===== src/rtl/kernel_pkg.sv =====
// Shared constants, state encoding and sizing helper for the run-time loadable
// 3x3 kernel weight store.
package kernel_pkg;

  localparam int TAPS            = 9;
  localparam int DATA_W_DEF      = 8;
  localparam int NUM_KERNELS_DEF = 8;
  localparam int DEPTH           = NUM_KERNELS_DEF * TAPS;

  typedef enum logic [1:0] {
    IDLE,
    LOAD,
    DONE
  } state_e;

  function automatic int kernel_depth(input int num_kernels);
    return num_kernels * TAPS;
  endfunction

endpackage


===== src/rtl/kernel_regfile.sv =====
// Byte-wide weight bank with one write port and a combinational nine-tap read
// port addressed by kernel index; out-of-range kernels read as zero.
module kernel_regfile
  import kernel_pkg::*;
#(
  parameter int NUM_KERNELS = NUM_KERNELS_DEF,
  parameter int DATA_W      = DATA_W_DEF,
  localparam int MEM_DEPTH  = kernel_depth(NUM_KERNELS),
  localparam int AW         = $clog2(MEM_DEPTH)
) (
  input  logic                         clk_i,
  input  logic                         rst_i,
  input  logic                         we_i,
  input  logic [AW-1:0]                waddr_i,
  input  logic [DATA_W-1:0]            wdata_i,
  input  logic [3:0]                   rd_addr_i,
  output logic [TAPS-1:0][DATA_W-1:0]  k_o
);

  localparam logic [4:0] NK = 5'(NUM_KERNELS);

  logic [DATA_W-1:0] mem_q [MEM_DEPTH];
  logic              in_range;

  assign in_range = {1'b0, rd_addr_i} < NK;

  // NOTE: the bank is cleared on reset because the conv engine may read it
  // before any load; non-blocking assignments keep every flop updating from
  // pre-edge values.
  always_ff @(posedge clk_i) begin
    if (rst_i) begin
      for (int i = 0; i < MEM_DEPTH; i++) mem_q[i] <= '0;
    end else if (we_i) begin
      mem_q[waddr_i] <= wdata_i;
    end
  end

  // NOTE: k_o gets a default before the guarded loop so no path infers a latch.
  always_comb begin
    k_o = '0;
    if (in_range) begin
      for (int i = 0; i < TAPS; i++) begin
        k_o[i] = mem_q[AW'(int'(rd_addr_i) * TAPS + i)];
      end
    end
  end

endmodule


===== src/rtl/kernel_loader.sv =====
// Streams 3x3 kernel weights into the register bank, tracks completed kernels
// and flags streams that end early.
module kernel_loader
  import kernel_pkg::*;
#(
  parameter int NUM_KERNELS = NUM_KERNELS_DEF,
  parameter int DATA_W      = DATA_W_DEF
) (
  input  logic              clk_i,
  input  logic              rst_i,
  input  logic              start_i,
  input  logic              s_valid_i,
  input  logic [DATA_W-1:0] s_data_i,
  input  logic              s_last_i,
  output logic              s_ready_o,
  output logic              busy_o,
  output logic              done_o,
  output logic              err_o,
  input  logic [3:0]        rd_addr_i,
  output logic [DATA_W-1:0] k0_o,
  output logic [DATA_W-1:0] k1_o,
  output logic [DATA_W-1:0] k2_o,
  output logic [DATA_W-1:0] k3_o,
  output logic [DATA_W-1:0] k4_o,
  output logic [DATA_W-1:0] k5_o,
  output logic [DATA_W-1:0] k6_o,
  output logic [DATA_W-1:0] k7_o,
  output logic [DATA_W-1:0] k8_o,
  output logic              rd_valid_o
);

  localparam int         MEM_DEPTH = kernel_depth(NUM_KERNELS);
  localparam int         AW        = $clog2(MEM_DEPTH);
  localparam logic [4:0] NK        = 5'(NUM_KERNELS);

  state_e                  state_q, state_d;
  logic [AW-1:0]           wptr_q, wptr_d;
  logic [3:0]              tap_q, tap_d;
  logic [4:0]              kidx_q, kidx_d;
  logic [NUM_KERNELS-1:0]  loaded_q, loaded_d;
  logic                    err_q, err_d;

  logic                    accept, write_en, final_beat;
  logic [NUM_KERNELS-1:0]  loaded_sh;
  logic [TAPS-1:0][DATA_W-1:0] k;

  assign accept     = s_valid_i && (state_q == LOAD);
  // A start in the same cycle as a beat wins; the beat is dropped.
  assign write_en   = accept && !start_i;
  assign final_beat = (wptr_q == AW'(MEM_DEPTH - 1));

  always_ff @(posedge clk_i) begin
    if (rst_i) state_q <= IDLE;
    else       state_q <= state_d;
  end

  always_comb begin
    state_d = state_q;
    unique case (state_q)
      IDLE:    if (start_i) state_d = LOAD;
      LOAD:    if (start_i) state_d = LOAD;
               else if (write_en && (final_beat || s_last_i)) state_d = DONE;
      DONE:    if (start_i) state_d = LOAD;
      default: state_d = IDLE;
    endcase
  end

  always_comb begin
    s_ready_o = 1'b0;
    busy_o    = 1'b0;
    done_o    = 1'b0;
    unique case (state_q)
      LOAD:    begin s_ready_o = 1'b1; busy_o = 1'b1; end
      DONE:    done_o = 1'b1;
      default: ;
    endcase
  end

  always_comb begin
    wptr_d   = wptr_q;
    tap_d    = tap_q;
    kidx_d   = kidx_q;
    loaded_d = loaded_q;
    err_d    = err_q;
    if (start_i) begin
      wptr_d   = '0;
      tap_d    = '0;
      kidx_d   = '0;
      loaded_d = '0;
      err_d    = 1'b0;
    end else if (write_en) begin
      wptr_d = wptr_q + 1'b1;
      if (tap_q == 4'(TAPS - 1)) begin
        tap_d    = '0;
        loaded_d = loaded_q | (NUM_KERNELS'(1) << kidx_q);
        kidx_d   = kidx_q + 1'b1;
      end else begin
        tap_d = tap_q + 1'b1;
      end
      if (s_last_i && !final_beat) err_d = 1'b1;
    end
  end

  always_ff @(posedge clk_i) begin
    if (rst_i) begin
      wptr_q   <= '0;
      tap_q    <= '0;
      kidx_q   <= '0;
      loaded_q <= '0;
      err_q    <= 1'b0;
    end else begin
      wptr_q   <= wptr_d;
      tap_q    <= tap_d;
      kidx_q   <= kidx_d;
      loaded_q <= loaded_d;
      err_q    <= err_d;
    end
  end

  kernel_regfile #(
    .NUM_KERNELS (NUM_KERNELS),
    .DATA_W      (DATA_W)
  ) u_regfile (
    .clk_i     (clk_i),
    .rst_i     (rst_i),
    .we_i      (write_en),
    .waddr_i   (wptr_q),
    .wdata_i   (s_data_i),
    .rd_addr_i (rd_addr_i),
    .k_o       (k)
  );

  assign err_o      = err_q;
  assign loaded_sh  = loaded_q >> rd_addr_i;
  assign rd_valid_o = ({1'b0, rd_addr_i} < NK) && loaded_sh[0];

  assign k0_o = k[0];
  assign k1_o = k[1];
  assign k2_o = k[2];
  assign k3_o = k[3];
  assign k4_o = k[4];
  assign k5_o = k[5];
  assign k6_o = k[6];
  assign k7_o = k[7];
  assign k8_o = k[8];

endmodule

===== config.mk =====
export PLATFORM = sky130hd
export DESIGN_NAME = kernel_loader
export DESIGN_NICKNAME = d
export VERILOG_FILES = /design/src/rtl/kernel_pkg.sv /design/src/rtl/kernel_regfile.sv /design/src/rtl/kernel_loader.sv
export SDC_FILE = /design/constraint.sdc
export NUM_CORES = 2
export LEC_CHECK = 0
export CAP_MARGIN = 20
export CORE_MARGIN = 3
export CORE_UTILIZATION = 35
export DETAILED_ROUTE_END_ITERATION = 12
export PLACE_DENSITY_LB_ADDON = 0.25
export SLEW_MARGIN = 30
export SYNTH_ARGS = -nofsm -noshare
export SYNTH_HDL_FRONTEND = slang
export SYNTH_HIERARCHICAL = 1
export SYNTH_SLANG_ARGS = --single-unit

===== constraint.sdc =====
create_clock -name clk_i -period 10.2 [get_ports clk_i]
set_input_delay 1.02 -clock clk_i [delete_from_list [all_inputs] [get_ports clk_i]]
set_output_delay 1.02 -clock clk_i [all_outputs]
set_load 0.02 [all_outputs]

-- After elaboration in Yosys (flattened, before gate mapping)
Memory sizes are Yosys's and may differ from the RTL's.
Index checks and enable logic that the tools add are counted.
- flip-flop bits (word level): 27
- latch bits: 0
- memory bits (writable): 576
- memory bits (read-only): 0
- input bits: 17
- output and inout bits: 77
- word-level logic and storage cells: 60
- memories: 1
- memory list (name ; words ; width ; read ports ; clocked after Yosys merged registers in ; wr ports ; RTL line ; text):
    u_regfile.mem_q ; 72 ; 8 ; 9 ; 0 ; 72 ; kernel_regfile.sv:22 ; logic [DATA_W-1:0] mem_q [MEM_DEPTH];
- add/sub/neg operators: 11
- $mul: 1
- divide/modulo/power cells: 0
- order comparisons: 1
- equal/unequal tests: 6
- shift-type cells: 2
- multiplexer cells: 16
- bitwise logic cells: 1
- reductions and logical operators: 15
- operator list (cell ; number):
    $mux W72 ; 1
    $add A7 B4 Y7 const B ; 4
    $add A7 B3 Y7 const B ; 2
    $mux W1 ; 8
    $mux W8 ; 1
    $or A8 B8 Y8 ; 1
    $reduce_or A8 Y1 ; 1
    $shl A1 B5 Y8 const A ; 1
    $shr A8 B4 Y1 ; 1
    $add A7 B1 Y7 const B ; 1
    $add A7 B2 Y7 const B ; 1
    $add A7 B5 Y7 const B ; 1
    $eq A7 B7 Y1 const B ; 1
    $mul A4 B4 Y7 const B ; 1
    $mux W7 ; 1
    $mux W2 ; 3
    $reduce_and A2 Y1 ; 3
    $add A5 B1 Y5 const B ; 1
    $logic_and A1 B1 Y1 ; 5
    $add A4 B1 Y4 const B ; 1
    $eq A4 B4 Y1 const B ; 1
    $lt A4 B4 Y1 const B ; 1
    $mux W4 ; 1
    $pmux W2 S2 ; 1
    other kinds (8) ; 10

-- Logic depth before layout (Yosys ltp)
- depth after elaboration: 8
- depth in mapped cells: 19
- depth with buffers taken out: 9

-- Cells and area by module
The synthesis kept the hierarchy.
- by module, submodules not included (module ; times used ; cells an instance ; area each (um2) ; seq. area each (um2)):
    kernel_regfile ; 1 ; 5938 ; 85813.6 ; 30749.5
    kernel_loader ; 1 ; 145 ; 1307.5 ; 540.5

-- Worst setup path before layout
OpenSTA, ideal clock, no wires.
- kind: input port to output port
- start: input rd_addr_i[0]
- end: output k3_o[4]
- arrival time: 4818 ps
- data required time: 9180 ps
- setup slack: 4362 ps
- stages: 18
- buffers on the path: 11
- path through: buf_4 > buf_4 > clkinv_1 > buf_2 > buf_2 > buf_2 > ha_1 > clkbuf_1 > buf_2 > buf_4 > buf_4 > buf_2 > buf_2 > mux4_2 > nand2_1 > a32oi_1 > a21oi_1 > o41ai_1
- longest elaborated chain between the ends: 4
- elaborated cells on any way between the ends: 5
- those cells by class: 1 x add/sub; 1 x mul; 1 x order compare; 1 x mux; 1 x memory
- ends and longest elaborated chain (item ; RTL line ; text):
    start: declaration ; kernel_loader.sv:19 ; input logic [3:0] rd_addr_i,
    $mul A4 B4 Y7 ; kernel_regfile.sv:43 ; k_o[i] = mem_q[AW'(int'(rd_addr_i) * TAPS + i)];
    $add A7 B3 Y7 ; kernel_regfile.sv:43 ;
    $mem_v2 Z72 W8 ; -- ;
    $mux W72 (*) ; kernel_regfile.sv:41 ; if (in_range) begin
    end: declaration ; kernel_loader.sv:23 ; output logic [DATA_W-1:0] k3_o,
Every way passes the cells marked *; elsewhere a longest branch is shown, timed or not.

-- Worst setup path in the final report
- start: input rd_addr_i[3]
- end: output k5_o[4]
- longest elaborated chain between the ends: 4
- elaborated cells on any way between the ends: 5
- those cells by class: 1 x add/sub; 1 x mul; 1 x order compare; 1 x mux; 1 x memory
- ends and longest elaborated chain (item ; RTL line ; text):
    $mul A4 B4 Y7 ; kernel_regfile.sv:43 ;
    $add A7 B4 Y7 ; kernel_regfile.sv:43 ;
    $mem_v2 Z72 W8 ; -- ;
    $mux W72 (*) ; kernel_regfile.sv:41 ;
    end: declaration ; kernel_loader.sv:25 ; output logic [DATA_W-1:0] k5_o,
Marked as above.

==> run metrics <==
GRT Resource Usage Total 34.2%; top-count cell post-synth mux4_2; Root Driver clkbuf_16; sequential-to-total area share from yosys stat between 30% and 40%; Post-DRT Antenna Nets 0; Primary FF master, synth edfxtp_1; switching pwr 5.65 mW; Post-CTS Resized 0; # H-tree levels 4; fin crit period 8.67 ns; drt total wl 445 mm; clk buf depth 3; wl on met1 about 150 mm; Critical Path End Type output pin; Synth cell types 74; Die Width just over 500 um; CTS tree yes; synth top area cells mux4_2, edfxtp_1, and2_1, mux2i_1, nand2_1; Final HPWL DP 336 mm; Synth Instances 6,083; fmax 0.115 GHz; routed length on met3 approximately 55 mm; Net Count, Synth slightly above 6,000; switch share 37.5%; area delta synth->final 10.7%; status complete, no violations; syn avg cell area 14.3 sq um; Sequential Power Share 33.3%; worst hold path depth 2; Min Hold Slack 0.457 ns; reg-to-reg slack, setup 5.20 ns; slew margin rel. 19.1%; Clk pwr share between 30% and 40%; CP Class input pin to output pin; placed insts 9,085; RSZ-0062 raised after global routing false; router iterations before antenna repair 11; number of synthesized flops with an enable pin 1,024; hold crit path type flip-flop to flip-flop; Overflow after GRT 0; final setup vio count 0; CTS Sinks 1,051; CP Launch Type input pin; #FFs+latches synth 1,051; worst vdd ir 0.148 mV; power share of the combinational group about a third; R2R depth 7; clk_lat worst skew 0.84 ns; Num CTS Buffers 132; clock skew 0.0276 ns; met2 WL 194 mm; post-route DRC violation count 0; pwr/cell area 156 nW/um^2; row count 182; Final Hold Viols 0; I/O pin count 94; first-pass GRT wire length 589 mm; largest net degree at the start of global routing 146; RR Startpoint state_q[0]; Worst Path Required between 9 and 10 ns; Yosys top cell by area mux4_2; synth warn 6; layout net count 5,945; share of the synthesized area in the top cell type between 40% and 50%; DR vias/cell 7.33; Highest Signal Layer met5; DR WL/cell 47.7 um; crit path DAT 7.65 ns; P_leak 31.0 nW; initial antenna violation count 35; Worst-path clk slew around 0.06 ns; port bufs 93; worst hold start loaded_q[3]; # Post-CTS Setup Buffers 0; 1st-iter DRT viols around 12,000; Pint 9.43 mW; Hold EP loaded_q[3]; max-slew violation count 0; Die Area 255,000 sq um; Initial Util 35.3%; crit share post-route 85.0%; GP Congestion between 1 and 1.5; core area 247,000 sq um; share of layout cells above drive strength 1 37.6%; vias in the first global route 62,769; R2R Path End u_regfile/mem_q[68][5]; list of most frequent post-synthesis cells mux4_2, edfxtp_1, and2_1; via count 68,459; Netlist Area Pre-Place 87,100 sq um; setup TNS 0 ns; max_cap viols 0; Slew @ Worst Pin 1.18 ns; # hold bufs at CTS 0; Post-Layout Cell Count approximately 9,300; crit path max fanout 34; Die Y-Extent ~500 um; FFs w/ async S/R, synth 0%
## area by class of cell
cell class,count,area [sq um]
fill,23052,150000
multi-input combinational,4361,53400
sequential,1051,31300
tap,3312,4140
clock buffer,153,3400
timing repair buffer,336,3180
clock inverter,84,910
inverter,28,110
antenna,20,50.0
## per-layer routing
metal  track usage [%]  up-vias
li1                  -    25192
met1              42.1    36141
met2              50.4     5895
met3              10.5     1209
met4              26.1       22
met5                 0        -
## layout by cell type, fill, tap and decap left out, types with 13 or more instances in the layout
master | netlist | routed
mux2i_1 | 300 | 287
a22o_1 | 48 | 48
o41ai_1 | 29 | 26
o22ai_1 | 37 | 37
a211oi_1 | 22 | 22
mux2_2 | 50 | 50
buf_12 | 0 | 26
or3_1 | 23 | 23
clkinv_1 | 3 | 24
o2111ai_1 | 14 | 14
mux4_2 | 1556 | 1556
and2_1 | 585 | 584
or2_2 | 77 | 77
mux2i_2 | 0 | 13
nand3_1 | 46 | 46
nor4_1 | 27 | 26
inv_1 | 22 | 21
a221oi_1 | 48 | 48
diode_2 | 0 | 20
clkbuf_16 | 0 | 133
xnor2_2 | 0 | 19
nor2_1 | 207 | 174
a311o_1 | 16 | 16
buf_4 | 52 | 217
clkinv_2 | 0 | 18
nand2_1 | 559 | 558
nor2_2 | 0 | 30
a2111oi_0 | 73 | 56
nor3_1 | 191 | 184
clkbuf_1 | 247 | 20
clkdlybuf4s50_1 | 0 | 81
edfxtp_1 | 1024 | 1024
a22oi_1 | 64 | 64
a21oi_1 | 127 | 126
xnor2_1 | 37 | 14
o21ai_0 | 43 | 42
o211ai_1 | 14 | 14
dfxtp_1 | 27 | 27
## power by group through the flow
stage / Clock (mW) / Combinational [mW] / Sequential, mW
6_report: 4.78 / 5.27 / 5.03
5_1_grt: 5.03 / 5.22 / 5.03
4_1_cts: 4.85 / 5.02 / 5.01
3_5_place_dp: 0 / 5.00 / 5.10
3_3_place_gp: 0 / 4.99 / 5.09
2_1_floorplan: 0 / 2.74 / 5.02
## worst max path at each step
stage	start	to	slack, ns	cells after the start
after floorplan	rd_addr_i[0]	k3_o[4]	4.36	18
after detailed placement	rd_addr_i[3]	k5_o[4]	1.73	12
after CTS	rd_addr_i[3]	k5_o[4]	1.70	12
after global placement	rd_addr_i[3]	k3_o[3]	1.68	13
final	rd_addr_i[3]	k5_o[4]	1.53	12
after global routing	rd_addr_i[3]	k3_o[3]	1.53	13
## cells by family (layout without fill, tap and decap cells)
group	count (synthesis)	count (layout)	share of synthesized area [%]
muxes	1906	1906	44.3
and+or+nand+nor	1775	1775	10.3
DFF	1051	1051	35.9
buffers and inverters	671	601	3.61
AOI/OAI and AO/OA	617	617	5.16
xor gates and xnor gates	45	45	0.452
adders and majority gates	18	18	0.259
other	0	20	0
## state kept, by name, indices dropped and copies added (netlist names)
register         cells
kidx_q               5
u_regfile/mem_q   1024
state_q              2
tap_q                4
loaded_q             8
err_o                1
wptr_q               7
## worst max-delay path, cell delays in order
cell	delay, ns
clkdlybuf4s50_1	0.61
ha_2	1.09
buf_4	0.55
clkinv_1	0.30
buf_4	0.37
xnor2_2	0.88
buf_4	0.30
nor3_1	0.06
o41ai_1	0.86
o21ai_0	0.52
a22o_1	0.41
clkdlybuf4s50_1	0.58
## through the flow
| step | area (sq um) | setup slack [ns] | util [%] | total power, mW |
|---|---|---|---|---|
| after CTS | 96200 | 1.70 | 39.0 | 14.9 |
| after global routing | 96400 | 1.53 | 39.0 | 15.3 |
| after detailed placement | 91900 | 1.73 | 37.2 | 10.1 |
| after global placement | 91700 | 1.68 | 37.1 | 10.1 |
| final | 96400 | 1.53 | 39.1 | 15.1 |
| after floorplan | 87100 | 4.36 | - | 7.76 |
Power figures use the tool's default switching activity.
